<file path="config.mk">
export PLATFORM = sky130hd
export DESIGN_NAME = game_round_sequencer_flat
export DESIGN_NICKNAME = d
export VERILOG_FILES = /design/src/rtl/game_round_sequencer_if.sv /design/src/rtl/game_round_sequencer.sv /design/src/flat_wrapper.sv
export SDC_FILE = /design/constraint.sdc
export NUM_CORES = 1
export LEC_CHECK = 0
export ABC_AREA = 1
export CORE_ASPECT_RATIO = 2
export CORE_MARGIN = 4
export CORE_UTILIZATION = 60
export CTS_BUF_LIST = sky130_fd_sc_hd__clkbuf_8
export CTS_CLUSTER_DIAMETER = 50
export DETAILED_ROUTE_END_ITERATION = 6
export PLACE_DENSITY = 0.83
export REMOVE_ABC_BUFFERS = 1
export SLEW_MARGIN = 5
export SYNTH_ARGS = -nofsm -noshare
export SYNTH_HDL_FRONTEND = slang
export SYNTH_SLANG_ARGS = --single-unit
</file>
<file path="constraint.sdc">
create_clock -name CLOCK -period 3.9 [get_ports CLOCK]
set_input_delay 0.975 -clock CLOCK [delete_from_list [all_inputs] [get_ports CLOCK]]
set_output_delay 0.975 -clock CLOCK [all_outputs]
set_load 0.02 [all_outputs]
</file>
<file path="src/rtl/game_round_sequencer_if.sv">
// Datapath command/status bundle between game_round_sequencer (master)
// and the memory-game datapath (slave).
//   R1       clear all datapath registers and counters
//   R2       clear user-entry registers
//   E1       load setup register (switches)
//   E2       enable FPGA sequence display counter
//   E3       enable user input capture
//   E4       load result register
//   SEL      display mux: 0 = game, 1 = result
//   end_FPGA datapath finished displaying the sequence
//   end_User datapath captured the full user sequence
//   match    user sequence equals FPGA sequence
interface game_round_sequencer_if;
  logic R1, R2, E1, E2, E3, E4, SEL;
  logic end_FPGA, end_User, match;

  modport master (
    output R1, R2, E1, E2, E3, E4, SEL,
    input  end_FPGA, end_User, match
  );

  modport slave (
    input  R1, R2, E1, E2, E3, E4, SEL,
    output end_FPGA, end_User, match
  );
endinterface

</file>
<file path="src/rtl/game_round_sequencer.sv">
// Control FSM for the memory game: setup, FPGA sequence display, user
// entry, compare, round advance, result. Owns the enter-key synchroniser
// and edge detector, the round counter and the user-entry timeout.
//
// Ports:
//   CLOCK     system clock
//   reset     asynchronous active-low reset
//   enter     raw active-low key, asynchronous to CLOCK
//   dp        datapath strobes (out) and status flags (in)
//   round     current round, 1-based, 0 before play
//   time_left ticks remaining while in PLAY, else 0
//   win/lose  game result, held in RESULT
//
// Optional feature macro ROUND_SPEEDUP_EN: when defined, the timeout
// shrinks by one tick per round past the first, floored at 2 ticks.
module game_round_sequencer #(
  parameter int TICK_DIV     = 50000000,
  parameter int USER_TIMEOUT = 10,
  parameter int MAX_ROUNDS   = 8,
  parameter int ROUND_W      = 4
) (
  input  logic                        CLOCK,
  input  logic                        reset,
  input  logic                        enter,
  game_round_sequencer_if.master      dp,
  output logic [ROUND_W-1:0]          round,
  output logic [ROUND_W-1:0]          time_left,
  output logic                        win,
  output logic                        lose
);

  localparam int TICK_W = (TICK_DIV > 1) ? $clog2(TICK_DIV) : 1;

  localparam logic [2:0] S_INIT   = 3'd0;
  localparam logic [2:0] S_SETUP  = 3'd1;
  localparam logic [2:0] S_SHOW   = 3'd2;
  localparam logic [2:0] S_PLAY   = 3'd3;
  localparam logic [2:0] S_CHECK  = 3'd4;
  localparam logic [2:0] S_NEXT   = 3'd5;
  localparam logic [2:0] S_RESULT = 3'd6;

  logic [2:0]         state_q, state_d;
  logic [ROUND_W-1:0] round_q, round_d;
  logic [TICK_W-1:0]  tick_q, tick_d;
  logic [ROUND_W-1:0] sec_q, sec_d;
  logic               win_q, win_d, lose_q, lose_d;
  logic               res_seen_q;
  logic               enter_s1_q, enter_s2_q, enter_s3_q;
  logic               enter_p;
  logic [ROUND_W-1:0] limit;

  // Two-flop synchroniser plus one history flop; the key is active-low,
  // so a press is a 1 -> 0 edge on the synchronised level.
  always_ff @(posedge CLOCK or negedge reset) begin
    if (!reset) begin
      enter_s1_q <= 1'b1;
      enter_s2_q <= 1'b1;
      enter_s3_q <= 1'b1;
    end else begin
      enter_s1_q <= enter;
      enter_s2_q <= enter_s1_q;
      enter_s3_q <= enter_s2_q;
    end
  end

  assign enter_p = enter_s3_q & ~enter_s2_q;

`ifdef ROUND_SPEEDUP_EN
  int lim_i;
  always_comb begin
    lim_i = USER_TIMEOUT;
    if (round_q > 1) lim_i = USER_TIMEOUT - (int'(round_q) - 1);
    if (lim_i < 2) lim_i = 2;
    limit = ROUND_W'(lim_i);
  end
`else
  assign limit = ROUND_W'(USER_TIMEOUT);
`endif

  always_comb begin
    state_d = state_q;
    round_d = round_q;
    tick_d  = '0;
    sec_d   = '0;
    win_d   = win_q;
    lose_d  = lose_q;
    case (state_q)
      S_INIT:  state_d = S_SETUP;
      S_SETUP: if (enter_p) begin
        state_d = S_SHOW;
        round_d = ROUND_W'(1);
      end
      S_SHOW:  if (dp.end_FPGA) state_d = S_PLAY;
      S_PLAY: begin
        if (tick_q == TICK_W'(TICK_DIV - 1)) begin
          tick_d = '0;
          sec_d  = (sec_q < limit) ? sec_q + 1'b1 : sec_q;
        end else begin
          tick_d = tick_q + 1'b1;
          sec_d  = sec_q;
        end
        // A finished entry in the timeout cycle still gets compared.
        if (dp.end_User) begin
          state_d = S_CHECK;
        end else if (sec_q == limit) begin
          state_d = S_RESULT;
          lose_d  = 1'b1;
        end
      end
      S_CHECK: begin
        if (!dp.match) begin
          state_d = S_RESULT;
          lose_d  = 1'b1;
        end else if (round_q == ROUND_W'(MAX_ROUNDS)) begin
          state_d = S_RESULT;
          win_d   = 1'b1;
        end else begin
          state_d = S_NEXT;
        end
      end
      S_NEXT: begin
        state_d = S_SHOW;
        round_d = round_q + 1'b1;
      end
      S_RESULT: if (enter_p) state_d = S_INIT;
      default:  state_d = S_INIT;
    endcase
    // Timer only runs while in PLAY; clear it on the way out.
    if (state_d != S_PLAY) begin
      tick_d = '0;
      sec_d  = '0;
    end
    if (state_d == S_INIT) begin
      round_d = '0;
      win_d   = 1'b0;
      lose_d  = 1'b0;
    end
  end

  always_ff @(posedge CLOCK or negedge reset) begin
    if (!reset) begin
      state_q    <= S_INIT;
      round_q    <= '0;
      tick_q     <= '0;
      sec_q      <= '0;
      win_q      <= 1'b0;
      lose_q     <= 1'b0;
      res_seen_q <= 1'b0;
    end else begin
      state_q    <= state_d;
      round_q    <= round_d;
      tick_q     <= tick_d;
      sec_q      <= sec_d;
      win_q      <= win_d;
      lose_q     <= lose_d;
      res_seen_q <= (state_q == S_RESULT);
    end
  end

  // Moore strobes; INIT is forced during reset so R1/R2 follow it.
  assign dp.R1  = (state_q == S_INIT);
  assign dp.R2  = (state_q == S_INIT) | (state_q == S_NEXT);
  assign dp.E1  = (state_q == S_SETUP);
  assign dp.E2  = (state_q == S_SHOW);
  assign dp.E3  = (state_q == S_PLAY);
  assign dp.E4  = (state_q == S_RESULT) & ~res_seen_q;
  assign dp.SEL = (state_q == S_RESULT);

  assign round     = round_q;
  assign time_left = (state_q == S_PLAY) ? limit - sec_q : '0;
  assign win       = win_q;
  assign lose      = lose_q;

endmodule

</file>
<file path="src/flat_wrapper.sv">
// flat-port wrapper written by rule: the top's interface ports become plain ports
module game_round_sequencer_flat 
#(
  parameter int TICK_DIV     = 50000000,
  parameter int USER_TIMEOUT = 10,
  parameter int MAX_ROUNDS   = 8,
  parameter int ROUND_W      = 4
)
  (CLOCK, reset, enter, round, time_left, win, lose, dp_R1, dp_R2, dp_E1, dp_E2, dp_E3, dp_E4, dp_SEL, dp_end_FPGA, dp_end_User, dp_match);
  game_round_sequencer_if dp_i ();
  input  logic CLOCK;
  input  logic reset;
  input  logic enter;
  output logic [ROUND_W-1:0] round;
  output logic [ROUND_W-1:0] time_left;
  output logic win;
  output logic lose;
  output wire logic [$bits(dp_i.R1)-1:0] dp_R1;
  output wire logic [$bits(dp_i.R2)-1:0] dp_R2;
  output wire logic [$bits(dp_i.E1)-1:0] dp_E1;
  output wire logic [$bits(dp_i.E2)-1:0] dp_E2;
  output wire logic [$bits(dp_i.E3)-1:0] dp_E3;
  output wire logic [$bits(dp_i.E4)-1:0] dp_E4;
  output wire logic [$bits(dp_i.SEL)-1:0] dp_SEL;
  input wire logic [$bits(dp_i.end_FPGA)-1:0] dp_end_FPGA;
  input wire logic [$bits(dp_i.end_User)-1:0] dp_end_User;
  input wire logic [$bits(dp_i.match)-1:0] dp_match;
  assign dp_R1 = dp_i.R1;
  assign dp_R2 = dp_i.R2;
  assign dp_E1 = dp_i.E1;
  assign dp_E2 = dp_i.E2;
  assign dp_E3 = dp_i.E3;
  assign dp_E4 = dp_i.E4;
  assign dp_SEL = dp_i.SEL;
  assign dp_i.end_FPGA = dp_end_FPGA;
  assign dp_i.end_User = dp_end_User;
  assign dp_i.match = dp_match;
  game_round_sequencer #(.TICK_DIV(TICK_DIV), .USER_TIMEOUT(USER_TIMEOUT), .MAX_ROUNDS(MAX_ROUNDS), .ROUND_W(ROUND_W)) u_core (.CLOCK(CLOCK), .reset(reset), .enter(enter), .dp(dp_i), .round(round), .time_left(time_left), .win(win), .lose(lose));
endmodule
</file>
Yosys cells after proc, flatten, opt, wreduce, memory -nomap -nowiden
Index checks and enable logic that the tools add are counted.
Operators by class
  add/sub/neg operators: 4
  order comparisons: 1
  equal/unequal tests: 16
  multiplexer cells: 28
  bitwise logic cells: 5
  reduce and logical (&&, ||, !) cells: 11
Operators by type and width (number)
  26-bit 2-to-1 mux: 3
  4-bit 2-to-1 mux: 7
  26-bit by 1-bit adder with 26-bit output (second input constant): 1
  26-bit equality test (second input constant): 1
  3-bit one-hot mux with 7 select lines: 1
  3-bit 2-to-1 mux: 6
  3-bit by 1-bit != test with 1-bit output (second input constant): 4
  3-bit equality test (second input constant): 3
  3-bit by 2-bit != test with 1-bit output (second input constant): 3
  4-bit by 1-bit adder with 4-bit output (second input constant): 2
  4-bit equality test (second input constant): 2
  1-bit 2-to-1 mux: 8
  4-bit one-hot mux with 2 select lines: 1
  3-bit by 2-bit equality test with 1-bit output (second input constant): 2
  3-bit logical NOT: 2
  2-bit nonzero test: 3
  3-bit nonzero test: 2
  4-bit < comparator (second input constant): 1
  2-bit AND reduction: 2
  4-bit AND reduction: 1
  4-bit subtractor (first input constant): 1
  3-bit by 1-bit equality test with 1-bit output (second input constant): 1
  3-bit AND reduction: 1
  1-bit bitwise AND: 2
  4 further kinds: 5
Word-level totals
  register bits: 43
  input bits: 6
  output and inout bits: 17
  logic and storage cells: 75

Depth between registers and ports, before layout
  depth in word-level cells: 7
  depth in mapped cells: 10
  depth with buffers taken out: 10

Least setup slack after synthesis
Ideal clock, no wire load.
  kind: reg-to-output
  start point: register u_core.state_q[2]
  end point: output time_left[3]
  data arrival time: 1.166 ns
  data required time: 2.925 ns
  slack: 1.759 ns
  cell stages (with the launch flop): 6
  buffers on the path: 0
  cells stage by stage: dfrtp_1 > inv_2 > nand3_4 > inv_4 > o21ai_0 > a21oi_1
Between the ends
  word-level cells in the longest chain between the ends: 2
Ends and longest elaborated chain
  start: declaration: RTL line game_round_sequencer.sv:42  | logic [2:0] state_q, state_d;
  start signal: assignment: RTL line game_round_sequencer.sv:150  | state_q <= state_d;
  3-bit by 2-bit equality test with 1-bit output
  via dp_E3: RTL line flat_wrapper.sv:22  | output wire logic [$bits(dp_i.E3)-1:0] dp_E3;
  4-bit 2-to-1 mux: RTL line game_round_sequencer.sv:170  | assign time_left = (state_q == S_PLAY) ? limit - sec_q : '0;
  end: declaration: RTL line flat_wrapper.sv:15  | output logic [ROUND_W-1:0] time_left;
The timed path passes the listed nets, and every way through them passes these cells.

Worst setup path after layout
  start point: register u_core.state_q[2]
  end point: output time_left[3]
Between the ends
  word-level cells in the longest chain between the ends: 2
Ends and longest elaborated chain (RTL line)
  3-bit by 2-bit equality test with 1-bit output: game_round_sequencer.sv:170
  4-bit 2-to-1 mux: game_round_sequencer.sv:170
Every way passes these cells.

==> impl_metrics.ini <==
[outcome]
status = finished, final reports clean

[floorplanning]
die_area_mm2 = 0.00556
core_area_mm2 = 0.00417
initial_core_util = 0.629
die_x_um = 54.8
rows = 33
die_y_um = 101
io-pin-count = 23

[drt]
wirelength_mm = 6.23
vias_per_cell = 5.39
drt_iter0_drc = 87
wl_per_cell_um = 14.2
drc = 0
num_vias = 2367
firstDrtPassIters = 5
drtAntennaViolNets = 0

[logic_synthesis]
synth_seq_cells = 43
yosys_warnings = 0
avgSynthCellArea_um2 = 7.31
yosysTopAreaCellShare = 0.382
yosys.area.top_type = dfrtp_1
ys.flop_type = dfrtp_1
synth.top_cells.by_count = nand2_1, nor2_1, inv_1
syn_area_mm2 = 0.00262
synth_most_common_cell = nand2_1
synth_cells = 359
synth-async-reset-ratio = 1.00
yosysSeqAreaShare = 0.412
yosys-top-cells-area = dfrtp_1, nand2_1, nor2_1
yosysUniqueCellTypes = 32
synth_edf_count = 0

[clocking]
cts_tree = built
clock-sinks = 43
h-tree-depth = 2
max-clock-path-buffers = 2
clk_latency_ps = 290
cts_resized = 0
post_cts_buffers = 0
cts_root_buf = clkbuf_8
numCtsBuffers = 5
hold_buffers = 0
clk_pin_slew_ps = 80

[job]
timing.max_cap.violations = 0

[worst_setup_path]
crit_path_top_delay_cell = clkdlybuf4s50_1
required_ps = 2920
cp-end-kind = output port
crit_chain = inv_2 > nand3_4 > inv_4 > o21ai_0 > a21oi_1 > clkdlybuf4s50_1
crit_type = register to output port
r2r_slack_ps = 2040
r2r_cells = 10
crit_arrival_ps = 1960
r2r_start = u_core.tick_q[0]
critPathMaxFanout = 6
critPathMaxStageDelay_ps = 620
r2r_end = u_core.tick_q[14]
start_kind = register

[sta]
fin_crit_ps = 2930
min_period_over_period = 0.752
slew_viol_final = 0
setup_violations = 0
worst_pin_slew_ps = 952
max_freq_mhz = 341
skew_ps = 6.03
hold_viol = 0
slew_headroom = 0.365
finalSetupTns_ps = 0
grt_setup_unrepaired = no

[placed_design]
port_buffers = 22
dp_hpwl_mm = 4.85
place_congestion = 0.963

[global_routing]
overflow = 0
grt_pass1_vias = 2400
grt_pass1_wl_mm = 10.4
use_met1 = 0.245
grt_util_all_layers = 0.258
grt_use_met3 = 0.0368
gr-usage-met2 = 0.487
grt_max_degree = 44
grt.busiest_layer = met2
antenna_found_initial = 0

[worst_hold_path]
hold_end = u_core.enter_s2_q
holdPathStages = 0
hold_path.startpoint = u_core.enter_s1_q
min_path_type = register to register

[pwr]
leakagePower_nw = 1.29
vdd_ir_drop_max_uv = 324
p_per_area_mw_per_mm2 = 432

[final_layout]
nets = 397
num_antenna_cells = 0
drive_above_1_share = 0.114
post-route-util = 0.711
syn2layout_area_growth_pct = 13.1
[per-layer routing]
layer  vias up  routed length [µm]
met5         -                   0
met4         0                 299
met3        25                 228
met2        78                3570
met1      1091                2130
li1       1173                   -
[power by group]
| group | internal, mW | leakage [nW] | switching (mW) |
|---|---|---|---|
| clock | 0.123 | 0.0453 | 0.150 |
| combinational | 0.186 | 0.664 | 0.302 |
| sequential | 0.477 | 0.585 | 0.0437 |
[flip-flops by register name (all words and copies together), names as in the netlist]
register	count
u_core.enter_s2_q	1
u_core.res_seen_q	1
u_core.lose	1
u_core.tick_q	26
u_core.enter_s3_q	1
u_core.win	1
u_core.sec_q	4
u_core.state_q	3
u_core.enter_s1_q	1
u_core.round	4
[per-stage QoR]
step | instance area [µm²] | std cells | hold slack [ps] | total power, mW | setup slack [ps]
global placement | 2880 | 431 | 350 | 1.01 | 1390
floorplan | 2600 | 357 | 345 | 0.845 | 1760
detailed placement | 2880 | 431 | 349 | 1.02 | 1310
CTS | 2970 | 439 | 361 | 1.29 | 978
finish | 2970 | 439 | 359 | 1.28 | 967
global route | 2970 | 439 | 367 | 1.36 | 890
[kinds of logic (layout without fill, tap and decap cells)]
logic type | Yosys count | in the layout | share of synthesized area
compound gates | 22 | 22 | 0.0444
xor+xnor | 8 | 8 | 0.0267
fa+ha+maj | 5 | 5 | 0.0239
buf+inv | 57 | 85 | 0.0883
flops | 43 | 43 | 0.412
simple gates | 224 | 224 | 0.405
[worst max path at each step]
stage	start	depth (start not counted)	end	slack, ps
after floorplan	u_core.state_q[2]	5	time_left[3]	1760
after global placement	u_core.state_q[2]	6	time_left[3]	1390
after detailed placement	u_core.state_q[2]	6	time_left[3]	1310
after CTS	u_core.state_q[2]	6	time_left[3]	980
after global routing	u_core.state_q[2]	6	time_left[3]	890
final	u_core.state_q[2]	6	time_left[3]	970
[worst max-delay path: cells and delay by family, from the launching register on]
kind | cells | cell delay, ps
AND/OR/NAND/NOR | 1 | 110
buffers and inverters | 3 | 840
flip-flops | 1 | 470
AO/OA/AOI/OAI | 2 | 250
[area by class of cell]
class,instances,area (µm²)
clock buffer,5,68.8
sequential,43,1080
inverter,55,209
multi-input combinational,259,1310
fill,352,1200
timing repair buffer,22,215
clock inverter,3,16.3
tap,52,65.1
[layout by cell type, fill, tap and decap left out, drive strengths merged]
master         Yosys  routed
inv               55      56
ha                 5       5
o211ai             1       1
nor3              14      14
nand3             27      27
dfstp              3       3
clkdlybuf4s50      0      21
dfrtp             40      40
xnor2              3       3
nor2              80      80
clkinv             0       1
nand4              6       6
or2                1       1
o21ai              9       9
nand2             94      94
a21oi             10      10
clkbuf             0       5
o22ai              1       1
xor2               5       5
buf                2       1
nor3b              1       1
clkinvlp           0       1
o21bai             1       1
nand3b             1       1
Power figures use the tool's default switching activity.
